[src/rtl/pong_pkg.sv]
// Shared constants and types for the key event generator: FSM encoding,
// key channel indices and default timing values.
package pong_pkg;

    localparam int unsigned NUM_KEYS = 4;

    localparam int unsigned KEY_UP   = 0;
    localparam int unsigned KEY_DOWN = 1;
    localparam int unsigned KEY_PLAY = 2;
    localparam int unsigned KEY_MENU = 3;

    // 10 ms debounce, 500 ms first repeat, 100 ms repeat period at 50 MHz
    localparam int unsigned DEF_DEBOUNCE_CYCLES = 500000;
    localparam int unsigned DEF_REPEAT_DELAY    = 25000000;
    localparam int unsigned DEF_REPEAT_RATE     = 5000000;
    localparam logic [NUM_KEYS-1:0] DEF_REPEAT_MASK = 4'b0011;

    typedef enum logic [1:0] {
        ST_RELEASED    = 2'd0,
        ST_DEB_PRESS   = 2'd1,
        ST_PRESSED     = 2'd2,
        ST_DEB_RELEASE = 2'd3
    } key_state_t;

    // Counter width: enough bits for the largest timing value plus one spare.
    function automatic int unsigned cnt_width(input int unsigned a,
                                              input int unsigned b,
                                              input int unsigned c);
        int unsigned m;
        m = a;
        if (b > m) m = b;
        if (c > m) m = c;
        return unsigned'($clog2(m)) + 1;
    endfunction

endpackage

[src/rtl/key_event_generator_if.sv]
// Key bundle: raw active-low buttons in, debounced levels and event pulses out.
interface key_event_generator_if;
    import pong_pkg::*;

    logic [NUM_KEYS-1:0] keyN;
    logic [NUM_KEYS-1:0] keyLevel;
    logic [NUM_KEYS-1:0] keyPress;
    logic [NUM_KEYS-1:0] keyRelease;
    logic [NUM_KEYS-1:0] keyRepeat;

    modport master (
        output keyN,
        input  keyLevel,
        input  keyPress,
        input  keyRelease,
        input  keyRepeat
    );

    modport slave (
        input  keyN,
        output keyLevel,
        output keyPress,
        output keyRelease,
        output keyRepeat
    );

endinterface

[src/rtl/key_channel.sv]
// One push-button channel: synchroniser, debounce FSM and auto-repeat timer.
module key_channel
    import pong_pkg::*;
#(
    parameter int unsigned DEBOUNCE_CYCLES = DEF_DEBOUNCE_CYCLES,
    parameter int unsigned REPEAT_DELAY    = DEF_REPEAT_DELAY,
    parameter int unsigned REPEAT_RATE     = DEF_REPEAT_RATE,
    parameter bit          REPEAT_EN       = 1'b0
) (
    input  logic clock,
    input  logic reset,
    input  logic key_n,
    output logic key_level,
    output logic key_press,
    output logic key_release,
    output logic key_repeat
);

    localparam int unsigned CW = cnt_width(DEBOUNCE_CYCLES, REPEAT_DELAY, REPEAT_RATE);
    localparam logic [CW-1:0] CNT_MAX    = '1;
    localparam logic [CW-1:0] DEB_LAST   = CW'(DEBOUNCE_CYCLES - 1);
    localparam logic [CW-1:0] DELAY_LAST = CW'(REPEAT_DELAY - 1);
    localparam logic [CW-1:0] RATE_LAST  = CW'(REPEAT_RATE - 1);

    logic          sync_q1;
    logic          sync_q2;
    key_state_t    state_q;
    key_state_t    state_d;
    logic [CW-1:0] deb_cnt_q;
    logic [CW-1:0] deb_cnt_d;
    logic [CW-1:0] rep_cnt_q;
    logic [CW-1:0] rep_cnt_d;
    logic          rep_first_q;
    logic          rep_first_d;
    logic          lvl_now;
    logic          lvl_next;
    logic          press_d;
    logic          release_d;
    logic          repeat_d;

    // Two-flop synchroniser; the inversion puts 1 = pressed and resets to released
    always_ff @(posedge clock) begin
        if (reset) begin
            sync_q1 <= 1'b0;
            sync_q2 <= 1'b0;
        end else begin
            sync_q1 <= ~key_n;
            sync_q2 <= sync_q1;
        end
    end

    // Next-state, debounce counter, repeat timer and pulse decode
    always_comb begin
        state_d     = state_q;
        deb_cnt_d   = deb_cnt_q;
        rep_cnt_d   = rep_cnt_q;
        rep_first_d = rep_first_q;
        repeat_d    = 1'b0;

        case (state_q)
            ST_RELEASED: begin
                if (sync_q2) begin
                    state_d   = ST_DEB_PRESS;
                    deb_cnt_d = '0;
                end
            end
            ST_DEB_PRESS: begin
                if (!sync_q2) begin
                    state_d = ST_RELEASED;
                end else if (deb_cnt_q >= DEB_LAST) begin
                    state_d = ST_PRESSED;
                end else if (deb_cnt_q != CNT_MAX) begin
                    deb_cnt_d = deb_cnt_q + CW'(1);
                end
            end
            ST_PRESSED: begin
                if (!sync_q2) begin
                    state_d   = ST_DEB_RELEASE;
                    deb_cnt_d = '0;
                end
            end
            ST_DEB_RELEASE: begin
                if (sync_q2) begin
                    state_d = ST_PRESSED;
                end else if (deb_cnt_q >= DEB_LAST) begin
                    state_d = ST_RELEASED;
                end else if (deb_cnt_q != CNT_MAX) begin
                    deb_cnt_d = deb_cnt_q + CW'(1);
                end
            end
            default: begin
                state_d   = ST_RELEASED;
                deb_cnt_d = '0;
            end
        endcase

        lvl_now   = (state_q == ST_PRESSED) || (state_q == ST_DEB_RELEASE);
        lvl_next  = (state_d == ST_PRESSED) || (state_d == ST_DEB_RELEASE);
        press_d   = !lvl_now && lvl_next;
        release_d = lvl_now && !lvl_next;

        // Timer restarts on press, runs through release bounces, clears on release
        if (REPEAT_EN && lvl_next) begin
            if (press_d) begin
                rep_cnt_d   = '0;
                rep_first_d = 1'b1;
            end else if (rep_cnt_q >= (rep_first_q ? DELAY_LAST : RATE_LAST)) begin
                repeat_d    = 1'b1;
                rep_cnt_d   = '0;
                rep_first_d = 1'b0;
            end else if (rep_cnt_q != CNT_MAX) begin
                rep_cnt_d = rep_cnt_q + CW'(1);
            end
        end else begin
            rep_cnt_d   = '0;
            rep_first_d = 1'b1;
        end
    end

    // State, counters and registered outputs
    always_ff @(posedge clock) begin
        if (reset) begin
            state_q     <= ST_RELEASED;
            deb_cnt_q   <= '0;
            rep_cnt_q   <= '0;
            rep_first_q <= 1'b1;
            key_level   <= 1'b0;
            key_press   <= 1'b0;
            key_release <= 1'b0;
            key_repeat  <= 1'b0;
        end else begin
            state_q     <= state_d;
            deb_cnt_q   <= deb_cnt_d;
            rep_cnt_q   <= rep_cnt_d;
            rep_first_q <= rep_first_d;
            key_level   <= lvl_next;
            key_press   <= press_d;
            key_release <= release_d;
            key_repeat  <= repeat_d;
        end
    end

endmodule

[src/rtl/key_event_generator.sv]
// Four independent debounced push-button channels with press/release/repeat events.
module key_event_generator
    import pong_pkg::*;
#(
    parameter int unsigned         DEBOUNCE_CYCLES = DEF_DEBOUNCE_CYCLES,
    parameter int unsigned         REPEAT_DELAY    = DEF_REPEAT_DELAY,
    parameter int unsigned         REPEAT_RATE     = DEF_REPEAT_RATE,
    parameter logic [NUM_KEYS-1:0] REPEAT_MASK     = DEF_REPEAT_MASK
) (
    input  logic                  clock,
    input  logic                  reset,
    key_event_generator_if.slave  keys
);

    logic [NUM_KEYS-1:0] level_w;
    logic [NUM_KEYS-1:0] press_w;
    logic [NUM_KEYS-1:0] release_w;
    logic [NUM_KEYS-1:0] repeat_w;

    // One channel per key; no arbitration between channels
    for (genvar i = 0; i < int'(NUM_KEYS); i++) begin : g_chan
        key_channel #(
            .DEBOUNCE_CYCLES (DEBOUNCE_CYCLES),
            .REPEAT_DELAY    (REPEAT_DELAY),
            .REPEAT_RATE     (REPEAT_RATE),
            .REPEAT_EN       (REPEAT_MASK[i])
        ) u_chan (
            .clock       (clock),
            .reset       (reset),
            .key_n       (keys.keyN[i]),
            .key_level   (level_w[i]),
            .key_press   (press_w[i]),
            .key_release (release_w[i]),
            .key_repeat  (repeat_w[i])
        );
    end

    assign keys.keyLevel   = level_w;
    assign keys.keyPress   = press_w;
    assign keys.keyRelease = release_w;
    assign keys.keyRepeat  = repeat_w;

endmodule

[src/flat_wrapper.sv]
// flat-port wrapper written by rule: the top's interface ports become plain ports
module key_event_generator_flat import pong_pkg::*;
#(
    parameter int unsigned         DEBOUNCE_CYCLES = DEF_DEBOUNCE_CYCLES,
    parameter int unsigned         REPEAT_DELAY    = DEF_REPEAT_DELAY,
    parameter int unsigned         REPEAT_RATE     = DEF_REPEAT_RATE,
    parameter logic [NUM_KEYS-1:0] REPEAT_MASK     = DEF_REPEAT_MASK
)
  (clock, reset, keys_keyN, keys_keyLevel, keys_keyPress, keys_keyRelease, keys_keyRepeat);
  key_event_generator_if keys_i ();
  input  logic clock;
  input  logic reset;
  input wire logic [$bits(keys_i.keyN)-1:0] keys_keyN;
  output wire logic [$bits(keys_i.keyLevel)-1:0] keys_keyLevel;
  output wire logic [$bits(keys_i.keyPress)-1:0] keys_keyPress;
  output wire logic [$bits(keys_i.keyRelease)-1:0] keys_keyRelease;
  output wire logic [$bits(keys_i.keyRepeat)-1:0] keys_keyRepeat;
  assign keys_i.keyN = keys_keyN;
  assign keys_keyLevel = keys_i.keyLevel;
  assign keys_keyPress = keys_i.keyPress;
  assign keys_keyRelease = keys_i.keyRelease;
  assign keys_keyRepeat = keys_i.keyRepeat;
  key_event_generator #(.DEBOUNCE_CYCLES(DEBOUNCE_CYCLES), .REPEAT_DELAY(REPEAT_DELAY), .REPEAT_RATE(REPEAT_RATE), .REPEAT_MASK(REPEAT_MASK)) u_core (.clock(clock), .reset(reset), .keys(keys_i));
endmodule
[config.mk]
export PLATFORM = sky130hd
export DESIGN_NAME = key_event_generator_flat
export DESIGN_NICKNAME = d
export VERILOG_FILES = /design/src/rtl/pong_pkg.sv /design/src/rtl/key_event_generator_if.sv /design/src/rtl/key_channel.sv /design/src/rtl/key_event_generator.sv /design/src/flat_wrapper.sv
export SDC_FILE = /design/constraint.sdc
export NUM_CORES = 1
export LEC_CHECK = 0
export CELL_PAD_IN_SITES_DETAIL_PLACEMENT = 1
export CELL_PAD_IN_SITES_GLOBAL_PLACEMENT = 2
export CORE_UTILIZATION = 39
export DETAILED_ROUTE_END_ITERATION = 8
export GPL_TIMING_DRIVEN = 0
export PLACE_DENSITY = 0.83
export SLEW_MARGIN = 25
export SYNTH_ARGS = -nofsm -noshare
export SYNTH_HDL_FRONTEND = slang
export SYNTH_HIERARCHICAL = 1
export SYNTH_SLANG_ARGS = --single-unit
export TNS_END_PERCENT = 5
[constraint.sdc]
create_clock -name clock -period 2.5 [get_ports clock]
set_clock_uncertainty 0.05 [all_clocks]
set_input_delay 0.5 -clock clock [delete_from_list [all_inputs] [get_ports clock]]
set_output_delay 0.5 -clock clock [all_outputs]
set_load 0.05 [all_outputs]
==> flow_metrics.env <==
export IMPL_wirelength_mm=19.9
export IMPL_pwr_share_seq=0.509
export IMPL_via_per_inst=5.36
export IMPL_hp_class="reg -> reg"
export IMPL_async_reset_ff_frac=0
export IMPL_dieHeight_um=152
export IMPL_yosys_top_cells_area="dfxtp_1 (43%), nor2_1 (5.9%), xor2_1 (4.0%)"
export IMPL_period_needed_ns=2.42
export IMPL_outcome="finished clean"
export IMPL_netlist_area_um2=8780
export IMPL_max_slew_margin=0.588
export IMPL_use_met1=0.240
export IMPL_antenna_found_initial=0
export IMPL_fmax_ghz=0.414
export IMPL_die_w_um=152
export IMPL_synth_nets=1024
export IMPL_report_final_slew_viol_count=0
export IMPL_crit_path_start_kind="flip-flop"
export IMPL_use_met2=0.309
export IMPL_worstMarginPinSlew_ns=0.617
export IMPL_numPortBuffers=19
export IMPL_timing_rr_start="u_core/g_chan[1].u_chan/deb_cnt_q[9]$_SDFFE_PP0P_"
export IMPL_vias=7152
export IMPL_synth_edff_count=0
export IMPL_grt_max_degree=18
export IMPL_layout_nets=1069
export IMPL_crit_path_max_fanout=10
export IMPL_fin_crit_sh=0.966
export IMPL_ys_seq_area_frac=0.429
export IMPL_cts_tree="yes"
export IMPL_drive_gt1_frac=0.101
export IMPL_grt_ovfl_total=0
export IMPL_drc=0
export IMPL_swShare=0.228
export IMPL_synth_seq_cells=188
export IMPL_arrival_ns=2.68
export IMPL_setup_viol=0
export IMPL_core_area_um2=22000
export IMPL_n_antenna_cell=0
export IMPL_yosys_area_top_type="dfxtp_1"
export IMPL_setup_slack_ns=0.0846
export IMPL_cts_sinks=188
export IMPL_worst_hold_slack_ns=0.389
export IMPL_pwr_share_clk=0.467
export IMPL_dp_final_hpwl_mm=13.8
export IMPL_clkLatencyLatePin_ns=0.43
export IMPL_rows=54
export IMPL_p_leak_uw=0.00365
export IMPL_p_sw_uw=1350
export IMPL_ys_top_cells_by_count="dfxtp_1 (188), nor2_1 (138), nand2_1 (88), nand3_1 (68), xor2_1 (40)"
export IMPL_avgSynthCellArea_um2=8.82
export IMPL_cp_data_required_time_ns=2.77
export IMPL_rsz0062_at_grt="true"
export IMPL_maxCapViolCount=0
export IMPL_hold_violations=0
export IMPL_avgRoutedWirePerCell_um=14.9
export IMPL_gp_congestion=0.743
export IMPL_vdd_ir_drop_max_v=0.000412
export IMPL_top_level_ports=22
export IMPL_stdcell_area_um2=10100
export IMPL_synth_cell_type_count=60
export IMPL_dpl_instance_area_um2=9320
export IMPL_path_class="reg -> reg"
export IMPL_cts_root_buf="clkbuf_16"
export IMPL_hp_start="u_core/g_chan[1].u_chan/sync_q1$_SDFF_PP0_"
export IMPL_cts_hold_fix_buffers=0
export IMPL_combPwrFrac=0.024
export IMPL_p_per_area_nw_per_um2=589
export IMPL_cts_buffers=17
export IMPL_reg2reg_setup_slack_ns=0.08
export IMPL_ant_nets=0
export IMPL_startpoint="u_core/g_chan[1].u_chan/deb_cnt_q[9]$_SDFFE_PP0P_"
export IMPL_worst_setup_path_end_kind="flip-flop"
export IMPL_first_pass_iters=4
export IMPL_post_place_ws_ns=-0.770
export IMPL_drt_iter0_drc=233
export IMPL_first_global_vias=7243
export IMPL_intPower_uw=4570
export IMPL_ys_flop_type="dfxtp_1"
export IMPL_track_usage=0.183
export IMPL_area_growth_pct=14.5
export IMPL_synth_cells=996
export IMPL_clockBufferDepth=2
export IMPL_clk_pin_slew_worst_paths_ns=0.07
export IMPL_grt_pass1_wl_mm=35.3
export IMPL_total_power_uw=5920
export IMPL_use_met3=0.0328
export IMPL_final_util=0.458
export IMPL_cts_max_level=4
export IMPL_synth_top_area_frac=0.429
export IMPL_ys_warn_count=6
export IMPL_start_util=0.400
export IMPL_yosysMostFrequentCell="dfxtp_1"
export IMPL_die_area_um2=23100
export IMPL_busiest_layer="met2"
==> critical path, cell delays in order (launching register included) <==
cell      delay (ns)
dfxtp_1         0.37
or4_4           0.57
a211oi_2        0.24
o211ai_4        0.20
a211oi_4        0.52
a31oi_1         0.15
a41o_1          0.22
==> logic make-up after synthesis <==
| logic type | Yosys count | share of synthesized area |
|---|---|---|
| AOI/OAI and AO/OA | 138 | 0.122 |
| xor gates and xnor gates | 72 | 0.0735 |
| adders and majority gates | 22 | 0.0313 |
| buffers and inverters | 54 | 0.0288 |
| DFF | 188 | 0.429 |
| muxes | 12 | 0.0137 |
| other | 2 | 0.000855 |
| and+or+nand+nor | 508 | 0.301 |
==> power by group through the flow <==
stage	combinational [uW]	sequential, uW	clock, uW
floorplan	94.1	3080	0
detailed placement	140	3080	0
CTS	140	3010	2870
global placement	137	3080	0
global route	156	3010	2990
finish	139	3010	2770
==> metrics by stage <==
step,setup TNS (ns),std cells
finish,0,1334
global route,-0.155,1334
CTS,0,1327
detailed placement,-32.75,1295
global placement,-31.48,1295
floorplan,0,996
==> layout by cell type, fill, tap and decap left out, types with 17 or more instances in the layout <==
cell / count
or3_1: 20
o21ai_0: 22
nand3_1: 66
inv_1: 20
clkdlybuf4s50_1: 18
dfxtp_1: 188
and2_1: 36
a21oi_1: 38
clkbuf_1: 19
xor2_1: 40
nor3_1: 24
xnor2_1: 30
nand2_1: 88
and3_1: 26
clkbuf_16: 17
nand4_1: 36
ha_1: 22
nor2_1: 136
==> flip-flops by register name (all words and copies together) (netlist names) <==
name                              cells
u_core/g_chan.u_chan/deb_cnt_q      104
u_core/g_chan.u_chan/key_level        4
u_core/g_chan.u_chan/key_press        4
u_core/g_chan.u_chan/key_release      4
u_core/g_chan.u_chan/key_repeat       2
u_core/g_chan.u_chan/rep_cnt_q       52
u_core/g_chan.u_chan/rep_first_q      2
u_core/g_chan.u_chan/state_q          8
u_core/g_chan.u_chan/sync_q1          4
u_core/g_chan.u_chan/sync_q2          4
==> timing repair <==
item	CTS	global route
endpoints found under the hold margin	0	0
endpoints found under the setup margin	60	71
pin swaps	1	4
gates resized for setup	6	17
setup buffers	0	7
==> area by class of cell <==
class | count | area (um2)
buffer | 34 | 194
clock buffer | 19 | 443
clock inverter | 13 | 158
fill | 2584 | 11900
inverter | 20 | 75.1
multi-input combinational | 754 | 4830
sequential | 188 | 3760
tap | 280 | 350
timing repair buffer | 26 | 243
==> path summary, 6_finish.rpt <==
check	end	cells past startpoint
worst min register to register	u_core/g_chan[1].u_chan/sync_q2$_SDFF_PP0_	1
worst max register to register	u_core/g_chan[1].u_chan/deb_cnt_q[16]$_SDFFE_PP0P_	6
worst max-delay path	u_core/g_chan[1].u_chan/deb_cnt_q[16]$_SDFFE_PP0P_	6
worst min-delay path	u_core/g_chan[1].u_chan/sync_q2$_SDFF_PP0_	1
==> layer usage <==
layer	vias up	wire [um]
li1	3638	-
met1	3451	9870
met2	49	9480
met3	14	385
met4	0	180
met5	-	0
(Power assumes the default switching activity.)
